**config.mk**
```make
export PLATFORM = sky130hd
export DESIGN_NAME = ped_request_conditioner
export DESIGN_NICKNAME = d
export VERILOG_FILES = /design/src/rtl/ped_request_conditioner.sv
export SDC_FILE = /design/constraint.sdc
export NUM_CORES = 1
export LEC_CHECK = 0
export BUFFER_PORTS_ARGS = -buffer_cell sky130_fd_sc_hd__clkbuf_2
export CORE_ASPECT_RATIO = 2
export CORE_MARGIN = 10
export CORE_UTILIZATION = 54
export CTS_CLUSTER_DIAMETER = 50
export DETAILED_ROUTE_END_ITERATION = 6
export GPL_ROUTABILITY_DRIVEN = 1
export GPL_TIMING_DRIVEN = 0
export PLACE_DENSITY = 0.76
export REMOVE_ABC_BUFFERS = 1
export SETUP_SLACK_MARGIN = 0.1
export SLEW_MARGIN = 20
export SYNTH_ARGS = -nofsm -noshare
export SYNTH_HDL_FRONTEND = slang
export SYNTH_HIERARCHICAL = 1
export SYNTH_SLANG_ARGS = --single-unit
```
**constraint.sdc**
```tcl
create_clock -name clk -period 1.85 [get_ports clk]
set_input_delay 0.4625 -clock clk [delete_from_list [all_inputs] [get_ports clk]]
set_output_delay 0.4625 -clock clk [all_outputs]
set_load 0.02 [all_outputs]
```
**src/rtl/ped_request_conditioner.sv**
```systemverilog
// Pedestrian button conditioner: sync, debounce, and a per-road
// request FSM (IDLE/PENDING/COOLDOWN) with press counting.
module ped_req_chan #(
  parameter int unsigned DEBOUNCE_CYCLES = 2,
  parameter int unsigned COOLDOWN_CYCLES = 10
) (
  input  logic       clk,
  input  logic       rst_n,
  input  logic       btn_raw,
  input  logic       serve,
  output logic       ped_button,
  output logic [3:0] press_count,
  output logic [1:0] state
);

  typedef enum logic [1:0] {
    IDLE = 2'b00,
    PEND = 2'b01,
    COOL = 2'b10,
    BAD  = 2'b11
  } st_e;

  localparam logic [3:0] DB_MAX = 4'(DEBOUNCE_CYCLES);
  localparam logic [7:0] CD_LD  = 8'(COOLDOWN_CYCLES);

  logic       s1_q, s2_q;
  logic       filt_q, filt_d;
  logic [3:0] db_q, db_d;
  logic       press;
  st_e        st_q, st_d;
  logic       ped_q, ped_d;
  logic [3:0] cnt_q, cnt_d;
  logic [7:0] cd_q, cd_d;

  always_comb begin
    filt_d = filt_q;
    db_d   = '0;
    if (s2_q != filt_q) begin
      if (db_q + 4'd1 == DB_MAX) begin
        filt_d = ~filt_q;
      end else begin
        db_d = db_q + 4'd1;
      end
    end
    press = filt_d & ~filt_q;
  end

  always_comb begin
    st_d  = st_q;
    ped_d = ped_q;
    cnt_d = cnt_q;
    cd_d  = cd_q;
    case (st_q)
      IDLE: begin
        ped_d = 1'b0;
        cnt_d = '0;
        if (press) begin
          st_d  = PEND;
          ped_d = 1'b1;
          cnt_d = 4'd1;
        end
      end
      PEND: begin
        // serve wins over a coincident press
        if (serve) begin
          st_d  = (COOLDOWN_CYCLES == 0) ? IDLE : COOL;
          ped_d = 1'b0;
          cnt_d = '0;
          cd_d  = CD_LD;
        end else if (press && cnt_q != 4'hF) begin
          cnt_d = cnt_q + 4'd1;
        end
      end
      COOL: begin
        cd_d = cd_q - 8'd1;
        if (cd_q <= 8'd1) begin
          st_d = IDLE;
          cd_d = '0;
        end
      end
      default: begin
        st_d  = IDLE;
        ped_d = 1'b0;
        cnt_d = '0;
        cd_d  = '0;
      end
    endcase
  end

  always_ff @(posedge clk or negedge rst_n) begin
    if (!rst_n) begin
      s1_q   <= 1'b0;
      s2_q   <= 1'b0;
      filt_q <= 1'b0;
      db_q   <= '0;
      st_q   <= IDLE;
      ped_q  <= 1'b0;
      cnt_q  <= '0;
      cd_q   <= '0;
    end else begin
      s1_q   <= btn_raw;
      s2_q   <= s1_q;
      filt_q <= filt_d;
      db_q   <= db_d;
      st_q   <= st_d;
      ped_q  <= ped_d;
      cnt_q  <= cnt_d;
      cd_q   <= cd_d;
    end
  end

  assign ped_button  = ped_q;
  assign press_count = cnt_q;
  assign state       = st_q;

endmodule

module ped_request_conditioner #(
  parameter int unsigned DEBOUNCE_CYCLES = 2,
  parameter int unsigned COOLDOWN_CYCLES = 10
) (
  input  logic       clk,
  input  logic       rst_n,
  input  logic       btn_A_raw,
  input  logic       btn_B_raw,
  input  logic       serve_A,
  input  logic       serve_B,
  output logic       ped_button_A,
  output logic       ped_button_B,
  output logic [3:0] press_count_A,
  output logic [3:0] press_count_B,
  output logic [3:0] chan_state
);

  logic [1:0] st_a, st_b;

  ped_req_chan #(
    .DEBOUNCE_CYCLES(DEBOUNCE_CYCLES),
    .COOLDOWN_CYCLES(COOLDOWN_CYCLES)
  ) u_a (
    .clk        (clk),
    .rst_n      (rst_n),
    .btn_raw    (btn_A_raw),
    .serve      (serve_A),
    .ped_button (ped_button_A),
    .press_count(press_count_A),
    .state      (st_a)
  );

  ped_req_chan #(
    .DEBOUNCE_CYCLES(DEBOUNCE_CYCLES),
    .COOLDOWN_CYCLES(COOLDOWN_CYCLES)
  ) u_b (
    .clk        (clk),
    .rst_n      (rst_n),
    .btn_raw    (btn_B_raw),
    .serve      (serve_B),
    .ped_button (ped_button_B),
    .press_count(press_count_B),
    .state      (st_b)
  );

  assign chan_state = {st_b, st_a};

endmodule

```
==> flow_summary_export.csv, run 1 <==
group,metric,value,unit
placed_design,dp_hpwl,4.17,mm
global_route,grt_pass1_wl,10.7,mm
final_layout,area_growth,39.3,%
yosys,syn_avg_cell_area,10.3,um2
clocking,cts_tree,"done",
setup_path,critical_path_required,2.07,ns
floorplan,die-area,8010,um2
setup_path,crit_arrival,2.17,ns
power,p_total,5.57,mW
route,drtAntennaViolNets,0,
floorplan,core-area,4600,um2
setup_path,criticalPathCategory,"flop to flop",
sta,fin_crit,1.95,ns
final_layout,multi_input_area,1770,um2
placed_design,routabilityCongestion,0.799,
sta,slew_violations,0,
clocking,clk_pin_slew,0.09,ns
final_layout,final_nets,332,
setup_path,start_kind,"flop",
clocking,cts_root_buf,"clkbuf_8",
sta,hold_viol,0,
clocking,cts.sinks,44,
placed_design,placed_cells,320,
floorplan,die_width,68.5,um
setup_path,critPathSlowestCell,"dfrtp_2",
setup_path,cp-end-kind,"flop",
setup_path,r2r_cells,5,
clocking,clock_latency,0.30,ns
route,vias_per_cell,6.22,
route,routedWlPerCell,19.7,um
floorplan,placementRows,35,
sta,worst_slack,-0.101,ns
yosys,synthCells,246,
sta,fmax,513,MHz
final_layout,most-common-layout-cells,"41 x dfrtp_1, 31 x buf_4, 21 x nor2_1",
clocking,cts_htree_levels,2,
route,routed_wl,7.21,mm
final_layout,diodes,0,
route,route.detailed.drc,0,
yosys,ys.flop_type,"dfrtp_1",
yosys,async_flop_share,1.00,
final_layout,register_area,1100,um2
clocking,holdBufCountCts,0,
sta,rsz0062_at_grt,"yes",
sta,worstMarginPinSlew,0.620,ns
final_layout,final_core_util,0.769,
sta,slew_headroom,0.587,
floorplan,io_pins,20,
run_status,violations,"setup timing",
final_layout,final_layout_size_suffix_gt1_frac,0.434,
placed_design,portBuffers,19,
global_route,first_global_vias,2351,
flow_run,maxCapViolations,0,
setup_path,reg2reg_slack,-0.10,ns
global_route,grt_max_degree,45,
power,p_leak,1.50,nW
run_status,status,"finished, violations left",
final_layout,fillers,298,
yosys,synth.distinct_cells,42,
clocking,cts_buffer_depth,2,
power,vdd_drop_max,1.15,mV
global_route,track_usage,0.172,
route,first_iter_violations,132,
setup_path,cp_max_fo,7,
yosys,syn_area,2540,um2
power,power_density,1570,nW/um2
floorplan,initial_core_util,0.552,
setup_path,crit_chain,"buf_6 > and3b_2 > o31a_1 > nor4b_2 > mux2i_1",
clocking,numCtsBuffers,5,
global_route,grt_remaining_overflow,0,
global_route,antenna_found_initial,0,
setup_path,reg2reg_from,"u_a/db_q[0]",
final_layout,fin_cells,366,
floorplan,die_y,117,um
setup_path,worstSetupStartpoint,"u_a/db_q[0]",
yosys,ys_warn_count,6,
placed_design,pre_cts_slack,-0.199,ns
sta,setup_viol,5,
route,drtPass1Iterations,4,
route,via_count,2278,
yosys,seq_area_frac_synth,0.434,
yosys,ys_seq_elements,44,
yosys,synth_edf_count,0,
sta,period_share,1.05,
setup_path,cpPeakStageDelay,0.46,ns
sta,skew,0.00450,ns
worst_hold_path,hp-class,"input port to asynchronous set/reset pin",
final_layout,layout.cells.most_common,"dfrtp_1",
## repair_timing
item                       CTS  global route
setup endpoints to repair   30            32
pin swaps                   26            33
resized for setup           43            46
setup buffers               22            16
## worst paths after layout
path / end
worst max-delay path: u_a/press_count[2]
worst min-delay path: u_a/press_count[3]
worst max register to register: u_a/press_count[2]
worst min register to register: u_b/s2_q
max in group asynchronous: u_b/db_q[0]
min in group clk: u_a/s1_q
## metrics by stage
stage / area (um2) / setup TNS [ns] / hold WS [ns]
after detailed placement: 2700 / -1.56 / 0.339
final: 3540 / -0.163 / 0.186
after global placement: 2700 / -1.31 / 0.333
after floorplan: 2540 / -0.230 / 0.167
after global routing: 3540 / -0.641 / 0.230
after CTS: 3200 / 0 / 0.215
## kinds of logic after synthesis
| group | count (synthesis) | synth area share |
|---|---|---|
| multiplexers | 6 | 0.0247 |
| AO/OA/AOI/OAI | 56 | 0.177 |
| XOR/XNOR | 16 | 0.0552 |
| flip-flops | 44 | 0.434 |
| AND/OR/NAND/NOR | 94 | 0.210 |
| adder cells (fa/ha/maj) | 16 | 0.0789 |
| buffers and inverters | 14 | 0.0207 |
## routing by layer
metal,track usage,up-vias,share of wire
met4,0.0918,0,0.033
li1,-,1048,-
met2,0.323,53,0.59
met1,0.164,1155,0.35
met3,0.0286,22,0.031
met5,0,-,0
## area by class of cell
class                           count  share of cell area
Multi-Input combinational cell    188               0.501
Sequential cell                    44               0.312
Timing Repair Buffer               57               0.118
Clock buffer                        6              0.0234
Tap cell                           55              0.0195
Inverter                           14              0.0149
Clock inverter                      2              0.0110
## Yosys cell counts, types with 4 or more instances
cell type	n	share of area
nand4_1	4	0.0099
o31ai_1	4	0.012
nand2b_1	8	0.020
or3_1	4	0.0099
a22oi_1	4	0.012
nor4_1	4	0.0099
mux2i_1	4	0.016
nor4b_1	4	0.014
ha_1	16	0.079
inv_1	14	0.021
xor2_1	10	0.035
dfrtp_1	44	0.43
xnor2_1	6	0.021
nor2_1	24	0.036
a41oi_1	4	0.014
nand2_1	18	0.027
o41ai_1	6	0.021
o21ai_0	8	0.016
nand3_1	6	0.012
a21oi_1	6	0.012
or2_2	4	0.0099
and3b_1	4	0.014
## state kept, by name, indices dropped and copies added (netlist names), 2 cells and up
register         cells
u_a/db_q             4
u_b/cd_q             8
u_b/db_q             4
u_a/press_count      4
u_b/state            2
u_a/cd_q             8
u_a/state            2
u_b/press_count      4
## report_power, final
part	internal (mW)	switching, mW	total (mW)
Combinational	1.57	1.71	3.29
Sequential	1.22	0.278	1.50
Clock	0.442	0.344	0.786
## worst max-delay path, delay by kind of cell (launching register included)
kind                   cells  cell delay [ns]
multiplexers               1             0.25
AND/OR/NAND/NOR            2             0.60
AO/OA/AOI/OAI              1             0.42
flip-flops                 1             0.46
buffers and inverters      1             0.14
No activity file was read; power rests on OpenSTA's default activity.
==> inputs of run 2 (changes only) <==
CORE_ASPECT_RATIO = default   (was 2)
CORE_UTILIZATION = 55   (was 54)
PLACE_DENSITY = 0.74   (was 0.76)
RECOVER_POWER = 50   (was default)
clock period = 1.9 ns   (was 1.85 ns; I/O delays follow)
==> flow_summary_export.csv, run 2 (synthesis results as in run 1) <==
group,metric,value,unit
setup_path,cpPeakStageDelay,0.44,ns
floorplan,die_y,87.9,um
setup_path,start_kind,"flop",
placed_design,routabilityCongestion,0.812,
clocking,cts_tree,"done",
route,routed_wl,6.18,mm
final_layout,final_cell_area,3390,um2
floorplan,die-area,7730,um2
power,vdd_drop_max,1.10,mV
global_route,met2_usage,0.251,
sta,skew,0.0155,ns
sta,worstMarginPinSlew,1.05,ns
route,routedWlPerCell,17.5,um
sta,whs,0.284,ns
global_route,grt_pass1_wl,9.46,mm
setup_path,crit_chain,"buf_4 > and3b_1 > o31a_1 > nor4b_2 > mux2i_1",
run_status,status,"finished, violations left",
setup_path,crit_buf_inv,1,
floorplan,core-area,4410,um2
setup_path,critical_path_required,2.11,ns
sta,setup_viol,1,
route,route.detailed.drc,0,
clocking,numCtsBuffers,5,
clocking,cts.sinks,44,
floorplan,initial_core_util,0.575,
route,via_count,2182,
global_route,globalRouteMet3Util,0.0418,
global_route,grt_max_degree,45,
sta,fmax,523,MHz
clocking,holdBufCountCts,0,
flow_run,maxCapViolations,0,
clocking,clock_latency,0.30,ns
final_layout,final_layout_size_suffix_gt1_frac,0.392,
route,first_iter_violations,99,
placed_design,post_dp_cell_area,2700,um2
power,p_leak,1.43,nW
final_layout,area_growth,33.6,%
sta,slew_headroom,0.299,
setup_path,cp_max_fo,6,
setup_path,crit_arrival,2.12,ns
final_layout,reg_top3,"u_a/cd_q: 8 flops, u_b/cd_q: 8 flops",
setup_path,path_delay_family,"simple AND/OR/NAND/NOR gates",
global_route,top_usage_layer,"met2",
sta,rsz0062_at_grt,"yes",
final_layout,fin_cells,353,
clocking,cts_htree_levels,2,
final_layout,diodes,0,
placed_design,placed_cells,317,
global_route,antenna_found_initial,0,
global_route,track_usage,0.150,
run_status,violations,"setup timing",
floorplan,die_width,87.9,um
floorplan,placementRows,24,
route,drtAntennaViolNets,0,
sta,worst_slack,-0.0108,ns
setup_path,criticalPathCategory,"flop to flop",
floorplan,io_pins,20,
placed_design,dp_hpwl,3.70,mm
clocking,cts_buffer_depth,2,
global_route,grt_remaining_overflow,0,
final_layout,layout.cells.most_common,"dfrtp_1",
final_layout,most-common-layout-cells,"39 x dfrtp_1, 25 x buf_4, 22 x nor2_1",
clocking,cts_root_buf,"clkbuf_8",
setup_path,critPathSlowestCell,"dfrtp_2",
global_route,use_met1,0.181,
worst_hold_path,hp-class,"input port to flop",
placed_design,portBuffers,19,
setup_path,cp-end-kind,"flop",
power,p_total,5.15,mW
placed_design,pre_cts_slack,-0.129,ns
clocking,clk_pin_slew,0.07,ns
sta,fin_crit,1.91,ns
sta,hold_viol,0,
route,vias_per_cell,6.18,
power,power_density,1520,nW/um2
sta,slew_violations,0,
global_route,first_global_vias,2097,
route,drtPass1Iterations,4,
sta,period_share,1.01,
final_layout,final_nets,322,
run 2: layout make-up:
type                    count  area, um2
clock buffers               7       96.3
clock inverters             1       30.0
fillers                   296       1020
inverters                  14       52.6
multi-input cells         188       1730
flip-flops and latches     44       1110
well taps                  52       65.1
repair buffers             47        309
run 2: routing by layer:
layer | share of wire | up-vias
li1 | - | 1026
met1 | 0.42 | 1097
met2 | 0.52 | 51
met3 | 0.047 | 8
met4 | 0.011 | 0
met5 | 0 | -
run 2: per-stage QoR:
stage / TNS [ns] / utilization
after global routing: -0.0668 / 0.768
after global placement: -0.514 / 0.611
after CTS: 0 / 0.713
after detailed placement: -0.928 / 0.611
after floorplan: -0.115 / -
final: -0.0108 / 0.768
run 2: final timing paths:
kind,start,end,slack [ns],cells after the start
hold / removal,btn_B_raw,u_b/s1_q,0.28,1
setup / recovery,u_b/db_q[0],u_b/press_count[2],-0.01,5
setup reg to reg,u_b/db_q[0],u_b/press_count[2],-0.01,5
hold reg to reg,u_b/s1_q,u_b/s2_q,0.36,0
max in group asynchronous,rst_n,u_b/db_q[0],0.83,1
min in group asynchronous,rst_n,u_a/press_count[1],0.35,1
run 2: repair_timing:
item | 4_1_cts | 5_1_grt
pin swaps | 19 | 25
resized for setup | 42 | 32
buffers inserted | 17 | 11
endpoints found under the setup margin | 24 | 28
run 2: power breakdown:
group / switching [mW] / total, mW / internal (mW)
sequential: 0.272 / 1.46 / 1.19
clock: 0.314 / 0.778 / 0.464
combinational: 1.53 / 2.91 / 1.38
==> inputs of run 3 (changes only) <==
--- a/config.mk
+++ b/config.mk
@@ -6,5 +6,5 @@
 export NUM_CORES = 1
 export LEC_CHECK = 0
-export BUFFER_PORTS_ARGS = -buffer_cell sky130_fd_sc_hd__clkbuf_2
+export BUFFER_PORTS_ARGS = -buffer_cell sky130_fd_sc_hd__buf_2
 export CORE_MARGIN = 10
 export CORE_UTILIZATION = 55
@@ -20,4 +20,3 @@
 export SYNTH_ARGS = -nofsm -noshare
 export SYNTH_HDL_FRONTEND = slang
-export SYNTH_HIERARCHICAL = 1
 export SYNTH_SLANG_ARGS = --single-unit
==> constraint.sdc (replaced) <==
create_clock -name clk -period 1.9 [get_ports clk]
set_input_delay 0.475 -clock clk [delete_from_list [all_inputs] [get_ports clk]]
set_output_delay 0.475 -clock clk [all_outputs]
set_load 0.1 [all_outputs]
==> flow_summary_export.csv, run 3 <==
group,metric,value,unit
route,drtAntennaViolNets,0,
sta,hold_viol,0,
yosys,ys_seq_elements,44,
sta,fmax,538,MHz
final_layout,final_layout_size_suffix_gt1_frac,0.327,
worst_hold_path,worstHoldStart,"btn_A_raw",
setup_path,cp_max_fo,8,
clocking,clock_latency,0.30,ns
placed_design,pre_cts_slack,-0.111,ns
global_route,first_global_vias,2073,
floorplan,die-area,7940,um2
yosys,synthCells,256,
route,first_iter_violations,82,
global_route,grt_max_degree,45,
yosys,syn_avg_cell_area,10.3,um2
final_layout,fin_cells,354,
sta,skew,0.0136,ns
worst_hold_path,hp-class,"input port to flop",
yosys,synth_edf_count,0,
setup_path,start_kind,"flop",
sta,slew_violations,0,
clocking,cts_tree,"done",
setup_path,criticalPathCategory,"flop to flop",
power,p_leak,1.42,nW
setup_path,reg2reg_slack,0.04,ns
final_layout,reg_top3,"u_a.cd_q: 8 flops, u_b.cd_q: 8 flops",
route,routedWlPerCell,16.7,um
final_layout,layout.cells.most_common,"dfrtp_1",
worst_hold_path,holdPathStages,1,
power,vdd_drop_max,0.905,mV
flow_run,maxCapViolations,0,
yosys,synth_top_area_frac,0.419,
floorplan,core-area,4660,um2
sta,slew_headroom,0.284,
floorplan,die_width,89.1,um
global_route,grt_pass1_wl,9.45,mm
setup_path,crit_arrival,2.08,ns
floorplan,die_y,89.1,um
sta,rsz0062_at_grt,"yes",
sta,period_share,0.977,
sta,fin_tns_setup,0,ns
yosys,seq_area_frac_synth,0.419,
clocking,numCtsBuffers,5,
route,routed_wl,5.91,mm
floorplan,io_pins,20,
floorplan,placementRows,25,
clocking,cts_root_buf,"clkbuf_8",
placed_design,dp_hpwl,3.72,mm
power,power_density,1580,nW/um2
route,via_count,2197,
global_route,antenna_found_initial,0,
final_layout,diodes,0,
clocking,cts_buffer_depth,2,
setup_path,r2r_end,"u_b.press_count[0]",
clocking,clk_pin_slew,0.09,ns
final_layout,area_growth,24.6,%
yosys,ys.flop_type,"dfrtp_1",
placed_design,portBuffers,19,
placed_design,placed_cells,328,
route,route.detailed.drc,0,
placed_design,routabilityCongestion,0.829,
global_route,track_usage,0.150,
run_status,status,"complete, no violations",
yosys,ys_warn_count,0,
yosys,synthTopCellsByCount,"44 x dfrtp_1, 22 x nand2_1, 16 x ha_1, 16 x nor2_1",
yosys,synth.largest_area_cell,"dfrtp_1",
route,vias_per_cell,6.21,
yosys,yosysMostFrequentCell,"dfrtp_1",
yosys,netlist_top_cells_area,"dfrtp_1 42%, ha_1 7.6%, nand2_1 3.1%",
yosys,synth.distinct_cells,60,
setup_path,reg2reg_from,"u_b.db_q[0]",
floorplan,initial_core_util,0.563,
sta,worst_slack,0.0428,ns
setup_path,cp-end-kind,"flop",
final_layout,most-common-layout-cells,"40 x dfrtp_1, 21 x nand2_1, 18 x buf_2",
global_route,grt_remaining_overflow,0,
sta,setup_viol,0,
clocking,cts.sinks,44,
yosys,async_flop_share,1.00,
clocking,cts_htree_levels,2,
worst_hold_path,whs_endpoint,"u_a.s1_q",
setup_path,critical_path_required,2.12,ns
sta,worstMarginPinSlew,1.07,ns
sta,fin_crit,1.86,ns
route,drtPass1Iterations,5,
setup_path,r2r_cells,5,
setup_path,worstSetupStartpoint,"u_b.db_q[0]",
yosys,syn_area,2630,um2
final_layout,final_nets,323,
-- run 3: cell types whose count changed in the layout (fill, tap and decap cells not counted), sizes merged, moves of 3 or more --
cell     before  now
nand2        18   22
o41ai         8    4
a21o          0    4
clkbuf       27    6
xor2         10    2
buf          27   38
o31ai         4   12
o21ai         8   16
or2           4    1
o311ai        4    7
a2bb2oi       0    4
nor2         24   17
-- run 3: per-layer routing --
metal  share of wire  track usage  vias to the layer above
li1                -            -                     1072
met1            0.45        0.179                     1064
met2            0.48        0.251                       54
met3           0.058       0.0410                        7
met4           0.012       0.0520                        0
met5               0            0                        -
-- run 3: area by class of cell --
| class | instances | area (um2) |
|---|---|---|
| flip-flops and latches | 44 | 1110 |
| clock inverters | 1 | 30.0 |
| fillers | 335 | 1390 |
| multi-input cells | 196 | 1680 |
| clock buffers | 5 | 68.8 |
| repair buffers | 39 | 265 |
| inverters | 15 | 56.3 |
| well taps | 54 | 67.6 |
-- run 3: power breakdown --
part	internal [mW]	switching (mW)	total [mW]	leakage (nW)
clock network	0.378	0.313	0.691	0.0501
logic	1.26	1.83	3.09	0.788
registers	1.15	0.249	1.40	0.586
-- run 3: worst max-delay path, cell delays in order (launching register included) --
cell	delay [ns]
dfrtp_1	0.43
buf_6	0.15
and3b_2	0.22
o31a_1	0.42
a2111o_1	0.38
a22oi_1	0.18
-- run 3: how the worst max path moves through the flow --
stage	end	slack [ns]
6_report	u_b.press_count[0]	0.04
5_1_grt	u_b.press_count[0]	-0.04
4_1_cts	u_a.press_count[0]	0.06
3_5_place_dp	u_a.press_count[0]	-0.11
3_3_place_gp	u_b.press_count[2]	-0.10
2_1_floorplan	u_a.cd_q[5]	-0.43
-- run 3: per-stage QoR --
step | hold slack (ns) | util | total power [mW] | instance area (um2)
6_report | 0.283 | 0.702 | 5.18 | 3270
5_1_grt | 0.266 | 0.702 | 5.56 | 3270
4_1_cts | 0.273 | 0.663 | 4.78 | 3090
2_1_floorplan | 0.179 | - | 3.28 | 2610
3_3_place_gp | 0.335 | 0.595 | 3.69 | 2770
3_5_place_dp | 0.340 | 0.595 | 3.74 | 2770
-- run 3: repair_timing --
| item | in CTS | in global routing |
|---|---|---|
| endpoints found under the setup margin | 22 | 23 |
| buffers inserted | 11 | 9 |
| hold endpoints to repair | 0 | 0 |
| pin swaps | 12 | 18 |
| gates resized for setup | 28 | 30 |
| hold buffers | 0 | 0 |
-- run 3: logic make-up after synthesis --
logic type / after synthesis / share of synthesized area
AOI/OAI and AO/OA: 78 / 0.239
muxes: 7 / 0.0276
and+or+nand+nor: 89 / 0.191
DFF: 44 / 0.419
xor gates and xnor gates: 6 / 0.0200
buffers and inverters: 16 / 0.0267
adders and majority gates: 16 / 0.0763
